[src/rtl/zacore_pipeline_ctrl_pkg.sv]
// Shared types for the Zacore pipeline controller: FSM states, per-stage
// hold/clear bundle, fetch redirect record and the halfword-aligned PC type.
package zacore_pipeline_ctrl_pkg;

    localparam int PC_W = 31;

    // Fetch addresses are halfword aligned, so bit 0 is never stored.
    typedef logic [PC_W-1:0] pc_t;

    typedef enum logic [1:0] {
        BOOT   = 2'd0,
        RUN    = 2'd1,
        DRAIN  = 2'd2,
        HALTED = 2'd3
    } ctrl_state_t;

    typedef struct packed {
        logic [3:0] stall;
        logic [3:0] flush;
    } pipe_ctrl_t;

    typedef struct packed {
        logic valid;
        pc_t  pc;
    } redirect_t;

    function automatic pc_t byte_addr_to_pc(input logic [31:0] addr);
        return addr[31:1];
    endfunction

endpackage

[src/rtl/zacore_pipeline_ctrl_if.sv]
// Hazard/sequencing bundle between the pipeline stages and the controller.
// master = pipeline side (drives status), slave = controller side.
interface zacore_pipeline_ctrl_if #(
    parameter int STALL_CNT_W = 32
);
    import zacore_pipeline_ctrl_pkg::*;

    logic                   i_fetch_busy;
    logic                   i_decode_load_use;
    logic                   i_exec_redirect_valid;
    pc_t                    i_exec_redirect_pc;
    logic                   i_mem_busy;
    logic                   i_halt_req;
    logic [3:0]             i_stage_valid;
    logic [3:0]             o_stall;
    logic [3:0]             o_flush;
    logic                   o_redirect_valid;
    pc_t                    o_redirect_pc;
    logic                   o_halted;
    logic [STALL_CNT_W-1:0] o_stall_count;

    modport master (
        output i_fetch_busy, i_decode_load_use, i_exec_redirect_valid,
               i_exec_redirect_pc, i_mem_busy, i_halt_req, i_stage_valid,
        input  o_stall, o_flush, o_redirect_valid, o_redirect_pc,
               o_halted, o_stall_count
    );

    modport slave (
        input  i_fetch_busy, i_decode_load_use, i_exec_redirect_valid,
               i_exec_redirect_pc, i_mem_busy, i_halt_req, i_stage_valid,
        output o_stall, o_flush, o_redirect_valid, o_redirect_pc,
               o_halted, o_stall_count
    );

endinterface

[src/rtl/zacore_pipeline_ctrl_sat_counter.sv]
// Saturating up-counter: increments on i_inc, sticks at all-ones, never wraps.
module zacore_sat_counter #(
    parameter int W = 32
) (
    input  logic         i_clk,
    input  logic         i_rst,
    input  logic         i_inc,
    output logic [W-1:0] o_count
);

    logic [W-1:0] count_q;
    logic [W-1:0] count_d;

    always_comb begin
        count_d = count_q;
        if (i_inc && (count_q != {W{1'b1}})) begin
            count_d = count_q + W'(1);
        end
    end

    always_ff @(posedge i_clk or posedge i_rst) begin
        if (i_rst) begin
            count_q <= '0;
        end else begin
            count_q <= count_d;
        end
    end

    assign o_count = count_q;

endmodule

[src/rtl/zacore_pipeline_ctrl.sv]
// Hazard and sequencing controller for the 5-stage Zacore pipeline: per-register
// stall/flush, fetch redirect (boot vector, execute branches), halt/drain, stall count.
module zacore_pipeline_ctrl
    import zacore_pipeline_ctrl_pkg::*;
#(
    parameter logic [31:0] RESET_PC          = 32'h0000_0000,
    parameter int          BOOT_FLUSH_CYCLES = 2,
    parameter int          STALL_CNT_W       = 32
) (
    input  logic                   i_clk,
    input  logic                   i_rst,
    zacore_pipeline_ctrl_if.slave  bus
);

    localparam int BCNT_W = (BOOT_FLUSH_CYCLES > 1) ? $clog2(BOOT_FLUSH_CYCLES) : 1;
    localparam logic [BCNT_W-1:0] BOOT_LAST = BCNT_W'(BOOT_FLUSH_CYCLES - 1);
    localparam pc_t RESET_PC_T = RESET_PC[31:1];

    ctrl_state_t       state_q, state_d;
    logic [BCNT_W-1:0] boot_cnt_q, boot_cnt_d;
    logic              pending_q, pending_d;
    pc_t               pending_pc_q, pending_pc_d;

    pipe_ctrl_t ctrl;
    redirect_t  redir;
    logic       halted;

    always_ff @(posedge i_clk or posedge i_rst) begin
        if (i_rst) begin
            state_q      <= BOOT;
            boot_cnt_q   <= '0;
            pending_q    <= 1'b0;
            pending_pc_q <= '0;
        end else begin
            state_q      <= state_d;
            boot_cnt_q   <= boot_cnt_d;
            pending_q    <= pending_d;
            pending_pc_q <= pending_pc_d;
        end
    end

    always_comb begin
        ctrl         = '0;
        redir        = '0;
        halted       = 1'b0;
        state_d      = state_q;
        boot_cnt_d   = boot_cnt_q;
        pending_d    = pending_q;
        pending_pc_d = pending_pc_q;

        // Outputs track reset combinationally so the pipeline is cleared at once.
        if (i_rst) begin
            ctrl.flush = 4'hF;
        end else begin
            case (state_q)
                BOOT: begin
                    ctrl.flush = 4'hF;
                    if (boot_cnt_q == BOOT_LAST) begin
                        redir.valid = 1'b1;
                        redir.pc    = RESET_PC_T;
                        state_d     = RUN;
                    end else begin
                        boot_cnt_d = boot_cnt_q + BCNT_W'(1);
                    end
                end

                RUN, DRAIN: begin
                    if (bus.i_mem_busy) begin
                        ctrl.stall    = 4'b0111;
                        ctrl.flush[3] = 1'b1;
                        // Only the first redirect seen under a D-mem wait is kept.
                        if (bus.i_exec_redirect_valid && !pending_q) begin
                            pending_d    = 1'b1;
                            pending_pc_d = bus.i_exec_redirect_pc;
                        end
                    end else if (pending_q || bus.i_exec_redirect_valid) begin
                        redir.valid      = 1'b1;
                        redir.pc         = pending_q ? pending_pc_q : bus.i_exec_redirect_pc;
                        ctrl.flush[1:0]  = 2'b11;
                        pending_d        = 1'b0;
                    end else if (bus.i_decode_load_use) begin
                        ctrl.stall[0] = 1'b1;
                        ctrl.flush[1] = 1'b1;
                    end else if (bus.i_fetch_busy) begin
                        ctrl.flush[0] = 1'b1;
                    end

                    if (state_q == RUN) begin
                        if (bus.i_halt_req) begin
                            state_d = DRAIN;
                        end
                    end else begin
                        ctrl.flush[0] = 1'b1;
                        if (!bus.i_halt_req) begin
                            state_d = RUN;
                        end else if ((bus.i_stage_valid == 4'b0000) && !pending_q) begin
                            state_d = HALTED;
                        end
                    end
                end

                HALTED: begin
                    halted        = 1'b1;
                    ctrl.flush[0] = 1'b1;
                    if (!bus.i_halt_req) begin
                        state_d = RUN;
                    end
                end

                default: begin
                    state_d = BOOT;
                end
            endcase
        end
    end

    assign bus.o_stall          = ctrl.stall;
    assign bus.o_flush          = ctrl.flush;
    assign bus.o_redirect_valid = redir.valid;
    assign bus.o_redirect_pc    = redir.pc;
    assign bus.o_halted         = halted;

    zacore_sat_counter #(
        .W (STALL_CNT_W)
    ) u_stall_cnt (
        .i_clk   (i_clk),
        .i_rst   (i_rst),
        .i_inc   (ctrl.stall[0]),
        .o_count (bus.o_stall_count)
    );

endmodule

[src/flat_wrapper.sv]
// flat-port wrapper written by rule: the top's interface ports become plain ports
module zacore_pipeline_ctrl_flat import zacore_pipeline_ctrl_pkg::*;
#(
    parameter logic [31:0] RESET_PC          = 32'h0000_0000,
    parameter int          BOOT_FLUSH_CYCLES = 2,
    parameter int          STALL_CNT_W       = 32
)
  (i_clk, i_rst, bus_i_fetch_busy, bus_i_decode_load_use, bus_i_exec_redirect_valid, bus_i_exec_redirect_pc, bus_i_mem_busy, bus_i_halt_req, bus_i_stage_valid, bus_o_stall, bus_o_flush, bus_o_redirect_valid, bus_o_redirect_pc, bus_o_halted, bus_o_stall_count);
  zacore_pipeline_ctrl_if #(.STALL_CNT_W(STALL_CNT_W)) bus_i ();
  input  logic i_clk;
  input  logic i_rst;
  input wire logic [$bits(bus_i.i_fetch_busy)-1:0] bus_i_fetch_busy;
  input wire logic [$bits(bus_i.i_decode_load_use)-1:0] bus_i_decode_load_use;
  input wire logic [$bits(bus_i.i_exec_redirect_valid)-1:0] bus_i_exec_redirect_valid;
  input wire logic [$bits(bus_i.i_exec_redirect_pc)-1:0] bus_i_exec_redirect_pc;
  input wire logic [$bits(bus_i.i_mem_busy)-1:0] bus_i_mem_busy;
  input wire logic [$bits(bus_i.i_halt_req)-1:0] bus_i_halt_req;
  input wire logic [$bits(bus_i.i_stage_valid)-1:0] bus_i_stage_valid;
  output wire logic [$bits(bus_i.o_stall)-1:0] bus_o_stall;
  output wire logic [$bits(bus_i.o_flush)-1:0] bus_o_flush;
  output wire logic [$bits(bus_i.o_redirect_valid)-1:0] bus_o_redirect_valid;
  output wire logic [$bits(bus_i.o_redirect_pc)-1:0] bus_o_redirect_pc;
  output wire logic [$bits(bus_i.o_halted)-1:0] bus_o_halted;
  output wire logic [$bits(bus_i.o_stall_count)-1:0] bus_o_stall_count;
  assign bus_i.i_fetch_busy = bus_i_fetch_busy;
  assign bus_i.i_decode_load_use = bus_i_decode_load_use;
  assign bus_i.i_exec_redirect_valid = bus_i_exec_redirect_valid;
  assign bus_i.i_exec_redirect_pc = bus_i_exec_redirect_pc;
  assign bus_i.i_mem_busy = bus_i_mem_busy;
  assign bus_i.i_halt_req = bus_i_halt_req;
  assign bus_i.i_stage_valid = bus_i_stage_valid;
  assign bus_o_stall = bus_i.o_stall;
  assign bus_o_flush = bus_i.o_flush;
  assign bus_o_redirect_valid = bus_i.o_redirect_valid;
  assign bus_o_redirect_pc = bus_i.o_redirect_pc;
  assign bus_o_halted = bus_i.o_halted;
  assign bus_o_stall_count = bus_i.o_stall_count;
  zacore_pipeline_ctrl #(.RESET_PC(RESET_PC), .BOOT_FLUSH_CYCLES(BOOT_FLUSH_CYCLES), .STALL_CNT_W(STALL_CNT_W)) u_core (.i_clk(i_clk), .i_rst(i_rst), .bus(bus_i));
endmodule
[config.mk]
export PLATFORM = sky130hd
export DESIGN_NAME = zacore_pipeline_ctrl_flat
export DESIGN_NICKNAME = d
export VERILOG_FILES = /design/src/rtl/zacore_pipeline_ctrl_pkg.sv /design/src/rtl/zacore_pipeline_ctrl_if.sv /design/src/rtl/zacore_pipeline_ctrl_sat_counter.sv /design/src/rtl/zacore_pipeline_ctrl.sv /design/src/flat_wrapper.sv
export SDC_FILE = /design/constraint.sdc
export NUM_CORES = 1
export LEC_CHECK = 0
export CAP_MARGIN = 20
export CORE_MARGIN = 4
export CORE_UTILIZATION = 40
export DETAILED_ROUTE_END_ITERATION = 10
export GPL_TIMING_DRIVEN = 0
export PLACE_DENSITY = 0.82
export SYNTH_ARGS = -nofsm -noshare
export SYNTH_HDL_FRONTEND = slang
export SYNTH_SLANG_ARGS = --single-unit
[constraint.sdc]
create_clock -name i_clk -period 6.27 [get_ports i_clk]
set_input_delay 1.254 -clock i_clk [delete_from_list [all_inputs] [get_ports i_clk]]
set_output_delay 1.254 -clock i_clk [all_outputs]
set_load 0.005 [all_outputs]
Word-level counts from Yosys, hierarchy flattened. Cells that the tools add are included. Widths: inputs -> output; s select.

Register bits after elaboration: 67. Input port bits: 42. Output and inout bits: 73. Word-level logic and storage cells: 67.

Add/subtract/negate cells: 2. Equal/unequal tests: 9. Multiplexer cells: 36. Bitwise operators: 1. Reduce and logical (&&, ||, !) cells: 14.

Operators by type and width (number): $mux 32 (4); $pmux 32 s2 (1); $add 32x1->32 const B (1); $ne 32x32->1 const B (1); $mux 31 (1); $mux 2 (9); $mux 1 (14); $reduce_and 4->1 (2); $mux 3 (2); $pmux 1 s2 (3); $pmux 2 s3 (1); $reduce_and 5->1 (1); $eq 2x2->1 const B (2); $logic_not 4->1 (1); $mux 4 (1); $ne 2x1->1 const B (2); $ne 4x2->1 const B (1); $reduce_or 2->1 (2); $logic_and 1x1->1 (3); $ne 3x3->1 const B (1); $eq 2x1->1 const B (1); $logic_not 2->1 (1); $ne 2x2->1 const B (1); $reduce_and 2->1 (1); 5 further kinds (5).

Logic depth before layout (Yosys ltp). Gate-level depths: netlist (run 1).

Depth in word-level cells: 7. Mapped depth: 8. Mapped depth without buffers: 7.

Hierarchy. Synthesis (run 1) repeated with hierarchy kept, for this count alone.

Cell total of the unflattened synthesis: 379. Area total of the unflattened synthesis: 3718.6 µm².

By module, submodules not included: zacore_pipeline_ctrl (times used 1, cells an instance 228, area each 2070.7 µm², sequential area each 875.8 µm²); zacore_sat_counter (times used 1, cells an instance 151, area each 1647.8 µm², sequential area each 800.8 µm²).

Worst setup path before layout (run 1). No wires, ideal clock.

Path kind: input port to output port. From: input port i_rst. To: output port bus_o_stall[2]. Arrival: 3.254 ns. Required time: 5.016 ns. Slack: 1.762 ns. Stages: 3. Cell sequence: inv_1 > and3_1 > buf_4.

Cells in the longest elaborated chain, start to end: 1.

Ends and longest elaborated chain: from (decl) (RTL line flat_wrapper.sv:11) `input logic i_rst;`; $mux 3 (RTL line zacore_pipeline_ctrl.sv:52) `if (i_rst) begin`; to (decl) (RTL line flat_wrapper.sv:19) `output wire logic [$bits(bus_i.o_stall)-1:0] bus_o_stall;`.

No other way between the ends.

Worst setup path after layout (run 1).
From: input port bus_i_exec_redirect_valid. To: output port bus_o_redirect_pc[30].

Cells in the longest elaborated chain, start to end: 5.

Ends and longest elaborated chain: from (decl) (RTL line flat_wrapper.sv:14) `input wire logic [$bits(bus_i.i_exec_redirect_valid)-1:0] bus_i_exec_redirect_valid;`; $logic_or 1x1->1 (RTL line zacore_pipeline_ctrl.sv:76) `end else if (pending_q || bus.i_exec_redirect_valid) begin`; $mux 32 (RTL line zacore_pipeline_ctrl.sv:76); $mux 32 (RTL line zacore_pipeline_ctrl.sv:68) `if (bus.i_mem_busy) begin`; $pmux 32 s2 (RTL line zacore_pipeline_ctrl.sv:55) `case (state_q)`; $mux 32 (RTL line zacore_pipeline_ctrl.sv:52); to (decl) (RTL line flat_wrapper.sv:22) `output wire logic [$bits(bus_i.o_redirect_pc)-1:0] bus_o_redirect_pc;`.

No other way between the ends.

==> results of run 1 <==
cells in the final DEF (no fill, tap or decap), types with 3 or more instances in the layout:
cell	Yosys	final
nor2b_1	3	3
o21ai_0	7	7
nand4_1	9	9
buf_1	4	4
nand2_1	17	17
buf_4	3	3
clkbuf_8	0	12
dfrtp_1	67	67
and4_1	3	3
mux2_1	14	14
nand3_1	13	13
xor2_1	7	7
clkbuf_1	11	11
xnor2_1	16	16
a31oi_1	4	4
ha_1	6	6
inv_1	9	8
a21oi_1	14	14
nor3_1	9	9
a22oi_1	30	30
clkdlybuf4s50_1	0	113
nor2_1	41	41
and3_1	6	6
mux2_2	19	19
kinds of logic (layout without fill, tap and decap cells):
kind of cell               count (synthesis)  count (layout)  synth area share
DFF                                       67              67             0.469
AOI/OAI and AO/OA                         66              66             0.126
buffers and inverters                     29             158            0.0339
adders and majority gates                  6               6            0.0210
xor gates and xnor gates                  23              23            0.0563
other                                      1               1           0.00105
and+or+nand+nor                          118             118             0.179
muxes                                     36              36             0.114
worst max-delay path by stage:
stage	endpoint	slack, ns	from	depth (start not counted)
after floorplan	bus_o_stall[2]	1.76	i_rst	3
after global placement	bus_o_stall[2]	0.14	i_rst	5
after detailed placement	bus_o_stall[2]	1.49	i_rst	5
after CTS	bus_o_stall[2]	1.49	i_rst	5
after global routing	bus_o_stall[2]	1.32	i_rst	5
final	bus_o_redirect_pc[30]	1.54	bus_i_exec_redirect_valid	6
worst reg2reg max path: stages, from the launching register on:
cell	delay [ns]
dfrtp_1	0.46
inv_1	0.07
ha_1	0.28
buf_2	0.19
and2b_1	0.20
o21ai_1	0.17
a2111oi_2	0.90
nand4_1	0.24
xnor2_1	0.18
state kept, by name (all words and copies together) (netlist names):
signal and cells:
u_core.boot_cnt_q 1, u_core.pending_pc_q 31, u_core.state_q 2, u_core.pending_q 1, u_core.u_stall_cnt.o_count 32
layer usage:
layer	global-route usage	wire length, microns
met5	0	0
met4	0.0797	241
met3	0.0379	463
met2	0.310	4680
met1	0.237	4130
cell type report:
class	instances	area, sq um	area share
flip-flops and latches	67	1680	0.332
well taps	108	135	0.0267
inverters	10	40.0	0.00792
repair buffers	113	1130	0.224
clock inverters	4	47.5	0.00940
clock buffers	12	165	0.0327
plain buffers	19	83.8	0.0166
multi-input cells	250	1780	0.352
per-stage QoR:
| step | total power [uW] | util | area (sq um) |
|---|---|---|---|
| CTS | 1640 | 0.580 | 5060 |
| floorplan | 996 | - | 3580 |
| finish | 1630 | 0.580 | 5060 |
| detailed placement | 1250 | 0.556 | 4840 |
| global route | 1740 | 0.580 | 5060 |
| global placement | 1220 | 0.555 | 4840 |
power by group through the flow:
stage | Combinational, uW | Sequential (uW) | Clock (uW)
CTS | 612 | 639 | 385
floorplan | 370 | 626 | 0
global placement | 582 | 636 | 0
global route | 679 | 657 | 402
detailed placement | 605 | 647 | 0
finish | 606 | 642 | 379
==> flow_summary_export.csv, run 1 <==
group,metric,value,unit
die,rows,34,
job,maxCapViolCount,0,
detailed_routing,num_vias,3128,
critical_path,cp-end-kind,"primary output",
finish,finish.net_count,518,
placed_design,dp_slack,1.49,ns
yosys,yosysMostFrequentCell,"dfrtp_1",
yosys,yosysWarnings,0,
yosys,yosysUniqueCellTypes,49,
die,coreArea,8720,sq um
yosys,synthTopCellsByArea,"dfrtp_1 47%, a22oi_1 6.3%, mux2_2 6.0%, mux2_1 4.4%, nor2_1 4.3%",
sta,finalMaxSlewViolations,0,
clocking,cts.sinks,67,
clocking,clock_latency,0.34,ns
critical_path,critPathMaxFanout,10,
clocking,clk_pin_slew,0.07,ns
die,dieHeight,103,microns
pwr,power_frac_seq,0.395,
placed_design,gp_congestion,0.839,
critical_path,reg2regPathDepth,8,
die,ios,115,
finish,diodes,0,
finish,fin_cells,583,
pwr,power.share.clock,0.233,
hold_path,holdCritPathClass,"flip-flop to flip-flop",
global_route,grt_pass1_wl,15400,microns
pwr,p_sw_frac,0.329,
placed_design,dp_hpwl,7040,microns
finish,area.growth.synth_to_final,41.4,%
die,die_x,103,microns
yosys,seq_area_frac_synth,0.469,
hold_path,hp-start,"u_core.boot_cnt_q$_DFFE_PP0P_",
pwr,powerDensity,322,nW/um^2
critical_path,worst_ep_required_time,5.02,ns
detailed_routing,drtAntennaViolNets,0,
sta,fmax,0.211,GHz
detailed_routing,routed_wl,9510,microns
critical_path,cp_top_family,"buffers and inverters",
detailed_routing,wl_per_cell,16.3,microns
global_route,grt_usage,0.187,
sta,hold_viol,0,
clocking,root_buffer,"clkbuf_8",
critical_path,path_common_cell,"clkdlybuf4s50_1",
pwr,cellLeakagePower,0.00207,uW
global_route,grt_pass1_vias,3215,
sta,layout_setup_ws,1.54,ns
sta,tightest_slew,0.952,ns
critical_path,max_stage_delay,0.64,ns
critical_path,r2r_slack,3.49,ns
detailed_routing,drt_iter0_drc,118,
sta,fin_skew,0.0117,ns
critical_path,crit_buf_inv,3,
die,die_area,10500,sq um
sta,hold_slack,0.485,ns
yosys,syn_inst,346,
yosys,yosysTopAreaCell,"dfrtp_1",
finish,nFillCells,750,
global_route,overflow,0,
clocking,cts-resized-gates,0,
critical_path,arrival,3.48,ns
yosys,synth_common_cells,"67 x dfrtp_1, 41 x nor2_1, 30 x a22oi_1",
yosys,syn_nets,394,
pwr,peakVddDrop,0.175,mV
yosys,synthFlopType,"dfrtp_1",
pwr,pwr-share-comb,0.372,
yosys,syn_area_per_cell,10.3,sq um
sta,rsz0062_at_grt,"false",
yosys,synth_area,3580,sq um
sta,fin_setup_tns,0,ns
detailed_routing,drc,0,
clocking,ctsHoldBuffers,0,
placed_design,io_buffers,113,
yosys,synth_edf_count,0,
sta,fin_crit_sh,0.755,
clocking,post_cts_buffers,0,
die,start_util,0.410,
hold_path,hold_depth,1,
critical_path,cp_cell_sequence,"clkdlybuf4s50_1, nor2b_1, clkbuf_1, a22oi_1, nor3_1, clkdlybuf4s50_1",
critical_path,crit-reg2reg-launch,"u_core.state_q[0]$_DFFE_PP0P_",
clocking,cts_buffers,9,
sta,maxSlewHeadroom,0.364,
clocking,clockBufferDepth,2,
critical_path,r2r_end,"u_core.u_stall_cnt.o_count[25]$_DFFE_PP0P_",
sta,period_minus_slack,4.73,ns
critical_path,crit_type,"input pin to primary output",
detailed_routing,firstDrtPassIters,4,
critical_path,cp_slowest_cell,"clkdlybuf4s50_1",
global_route,grt_max_degree,75,
clocking,cts.htree.levels,3,
detailed_routing,via_per_inst,5.37,
sta,setup_viol,0,
outcome,status,"finished clean",
pwr,p_int,1090,uW
finish,drive_gt1_frac,0.105,
yosys,async_flop_share,1.00,
critical_path,worstSetupStartpointType,"input pin",
yosys,synth.top_cell.area_share,0.469,
yosys,synth_seq_cells,67,
global_route,antenna_found_initial,0,
hold_path,whs_endpoint,"u_core.boot_cnt_q$_DFFE_PP0P_",
placed_design,place_inst,567,
pwr,switchingPower,535,uW
clocking,cts_tree,"done",
Power figures use the tool's default switching activity.
==> run 2, diff against run 1 <==
==> constraint.sdc (replaced) <==
create_clock -name i_clk -period 4.9 [get_ports i_clk]
set_input_delay 0.98 -clock i_clk [delete_from_list [all_inputs] [get_ports i_clk]]
set_output_delay 0.98 -clock i_clk [all_outputs]
set_load 0.005 [all_outputs]
==> results of run 2 <==
The final DEF is identical to that of run 1. Status: finished clean.
Main changes from that run: setup slack after placement 1.49 ns -> 0.665 ns; setup slack after layout 1.54 ns -> 0.715 ns; register-to-register setup slack 3.49 ns -> 2.12 ns; total power 1630 uW -> 2080 uW; worst IR drop on VDD 0.175 mV -> 0.224 mV
==> run 3, diff against run 2 <==
--- a/config.mk
+++ b/config.mk
@@ -5,12 +5,13 @@
 export SDC_FILE = /design/constraint.sdc
 export NUM_CORES = 1
 export LEC_CHECK = 0
+export ABC_AREA = 1
 export CAP_MARGIN = 20
 export CORE_MARGIN = 4
 export CORE_UTILIZATION = 40
 export DETAILED_ROUTE_END_ITERATION = 10
 export GPL_TIMING_DRIVEN = 0
-export PLACE_DENSITY = 0.82
+export PLACE_DENSITY = 0.79
 export SYNTH_ARGS = -nofsm -noshare
 export SYNTH_HDL_FRONTEND = slang
 export SYNTH_SLANG_ARGS = --single-unit
==> flow_summary_export.csv, run 3 <==
group,metric,value,unit
outcome,status,"finished clean",
sta,maxSlewHeadroom,0.421,
global_route,busiest_layer,"met2",
detailed_routing,num_vias,4317,
global_route,grt_usage,0.203,
clocking,cts_tree,"done",
die,rows,36,
yosys,syn_inst,619,
placed_design,io_buffers,113,
yosys,synth_common_cells,"293 x nand2_1, 89 x nor2_1, 67 x dfrtp_1",
yosys,synth_area,4160,sq um
clocking,post_cts_buffers,0,
placed_design,place_inst,865,
sta,tightest_slew,0.868,ns
sta,rsz0062_at_grt,"false",
clocking,clock_latency,0.35,ns
clocking,clk_pin_slew,0.07,ns
clocking,root_buffer,"clkbuf_8",
yosys,seq_area_frac_synth,0.403,
global_route,antenna_found_initial,0,
global_route,grt_pass1_vias,4027,
yosys,synth_seq_cells,67,
critical_path,worst_ep_required_time,3.92,ns
global_route,grt_max_degree,71,
critical_path,path_common_cell,"clkdlybuf4s50_1",
die,ios,115,
global_route,grt_pass1_wl,19200,microns
detailed_routing,drt_iter0_drc,310,
pwr,peakVddDrop,0.173,mV
critical_path,arrival,3.58,ns
detailed_routing,firstDrtPassIters,5,
finish,drive_gt1_frac,0.0575,
critical_path,crit_type,"input pin to primary output",
sta,period_minus_slack,4.56,ns
critical_path,cp_cell_sequence,"clkdlybuf4s50_1, inv_4, nand2_1, a21oi_4, buf_4, clkdlybuf4s50_1",
finish,nFillCells,956,
sta,fin_skew,0.00681,ns
clocking,cts.htree.levels,3,
clocking,ctsHoldBuffers,0,
pwr,powerDensity,352,nW/um^2
critical_path,critPathMaxFanout,70,
finish,area.growth.synth_to_final,35.3,%
yosys,yosysMostFrequentCell,"nand2_1",
finish,final_cell_mix,"293 x nand2_1, 113 x clkdlybuf4s50_1, 89 x nor2_1",
yosys,synth_edf_count,0,
job,maxCapViolCount,0,
placed_design,gp_congestion,0.964,
finish,fin_cells,881,
die,start_util,0.418,
clocking,clockBufferDepth,2,
finish,finish.net_count,791,
detailed_routing,drc,0,
sta,hold_slack,0.477,ns
sta,fin_setup_tns,0,ns
finish,diodes,0,
die,die_x,110,microns
yosys,synthFlopType,"dfrtp_1",
hold_path,holdCritPathClass,"flip-flop to flip-flop",
finish,final_common_cell,"nand2_1",
critical_path,worstSetupStartpointType,"input pin",
die,coreArea,9950,sq um
die,die_area,12100,sq um
global_route,grtUsageMet2,0.321,
global_route,grt_use_met3,0.0332,
yosys,syn_nets,667,
detailed_routing,drtAntennaViolNets,0,
pwr,p_total,1980,uW
detailed_routing,via_per_inst,4.90,
sta,fmax,0.219,GHz
sta,fin_crit_sh,0.931,
yosys,synthTopCellsByArea,"dfrtp_1 40%, nand2_1 26%, nor2_1 8.0%, a22oi_1 5.4%, inv_1 3.9%",
clocking,cts.sinks,67,
placed_design,dp_hpwl,9290,microns
sta,hold_viol,0,
sta,finalMaxSlewViolations,0,
global_route,use_met1,0.274,
yosys,syn_area_per_cell,6.72,sq um
die,dieHeight,110,microns
detailed_routing,wl_per_cell,13.6,microns
yosys,async_flop_share,1.00,
critical_path,max_stage_delay,0.68,ns
pwr,cellLeakagePower,0.00257,uW
yosys,synth.top_cell.area_share,0.403,
yosys,yosysWarnings,0,
clocking,cts-resized-gates,0,
global_route,overflow,0,
clocking,cts_buffers,9,
finish,largest_reg_flops,32,
critical_path,cp-end-kind,"primary output",
yosys,yosysTopAreaCell,"dfrtp_1",
detailed_routing,routed_wl,12000,microns
yosys,yosysUniqueCellTypes,30,
critical_path,cp_slowest_cell,"inv_4",
sta,setup_viol,0,
==> run 3: cell types whose count changed after synthesis, moves of 11 or more <==
cell and change:
a21oi_1 -11, nand2_1 +276, inv_1 +34, mux2_2 -19
mux2_1 -14, xnor2_1 -12, nor2_1 +48
==> run 3: worst paths after layout <==
check	from	end	slack, ns	cells past startpoint
worst max-delay path	i_rst	bus_o_stall[0]	0.34	6
worst min-delay path	u_core.pending_pc_q[22]$_DFFE_PP0P_	u_core.pending_pc_q[22]$_DFFE_PP0P_	0.48	2
worst max register to register	u_core.state_q[0]$_DFFE_PP0P_	u_core.pending_pc_q[28]$_DFFE_PP0P_	2.64	10
worst min register to register	u_core.pending_pc_q[22]$_DFFE_PP0P_	u_core.pending_pc_q[22]$_DFFE_PP0P_	0.48	2
max in group asynchronous	i_rst	u_core.u_stall_cnt.o_count[13]$_DFFE_PP0P_	2.99	2
min in group asynchronous	i_rst	u_core.u_stall_cnt.o_count[17]$_DFFE_PP0P_	1.33	2
==> run 3: cell type report <==
cell class | instances | area (sq um) | area share
clock inverters | 7 | 45.0 | 0.00800
well taps | 133 | 166 | 0.0296
multi-input cells | 483 | 2170 | 0.386
clock buffers | 9 | 124 | 0.0220
flip-flops and latches | 67 | 1680 | 0.298
inverters | 45 | 174 | 0.0309
plain buffers | 24 | 141 | 0.0251
repair buffers | 113 | 1130 | 0.201
==> run 3: per-layer routing <==
layer | part of all wire | routed length [microns]
met1 | 0.45 | 5460
met2 | 0.47 | 5600
met3 | 0.048 | 570
met4 | 0.031 | 367
met5 | 0 | 0
==> run 3: cell families (layout without fill, tap and decap cells) <==
| kind of cell | Yosys count | after routing | share of synthesized area |
|---|---|---|---|
| AND/OR/NAND/NOR | 416 | 416 | 0.398 |
| buffers and inverters | 69 | 198 | 0.0752 |
| flip-flops | 67 | 67 | 0.403 |
| AO/OA/AOI/OAI | 48 | 48 | 0.0794 |
| XOR/XNOR | 12 | 12 | 0.0253 |
| adder cells (fa/ha/maj) | 6 | 6 | 0.0180 |
| other | 1 | 1 | 0.000901 |
==> run 3: worst max-delay path: cells and delay by family <==
kind                   cells  cell delay (ns)
AO/OA/AOI/OAI              1             0.37
buffers and inverters      4             1.89
AND/OR/NAND/NOR            1             0.31
==> run 3: where the power goes <==
group	total, uW	leakage, uW	switching [uW]	internal (uW)
logic	755	0.00163	416	339
registers	819	0.000872	109	709
clock network	408	0.0000770	227	180
total	1980	0.00257	752	1230
==> run 3: stage by stage <==
| step | setup WS, ns | util | area [sq um] |
|---|---|---|---|
| 6_report | 0.340 | 0.565 | 5630 |
| 3_5_place_dp | 0.296 | 0.549 | 5460 |
| 2_1_floorplan | 0.683 | - | 4160 |
| 3_3_place_gp | -1.30 | 0.548 | 5460 |
| 5_1_grt | 0.0566 | 0.565 | 5630 |
| 4_1_cts | 0.289 | 0.565 | 5630 |
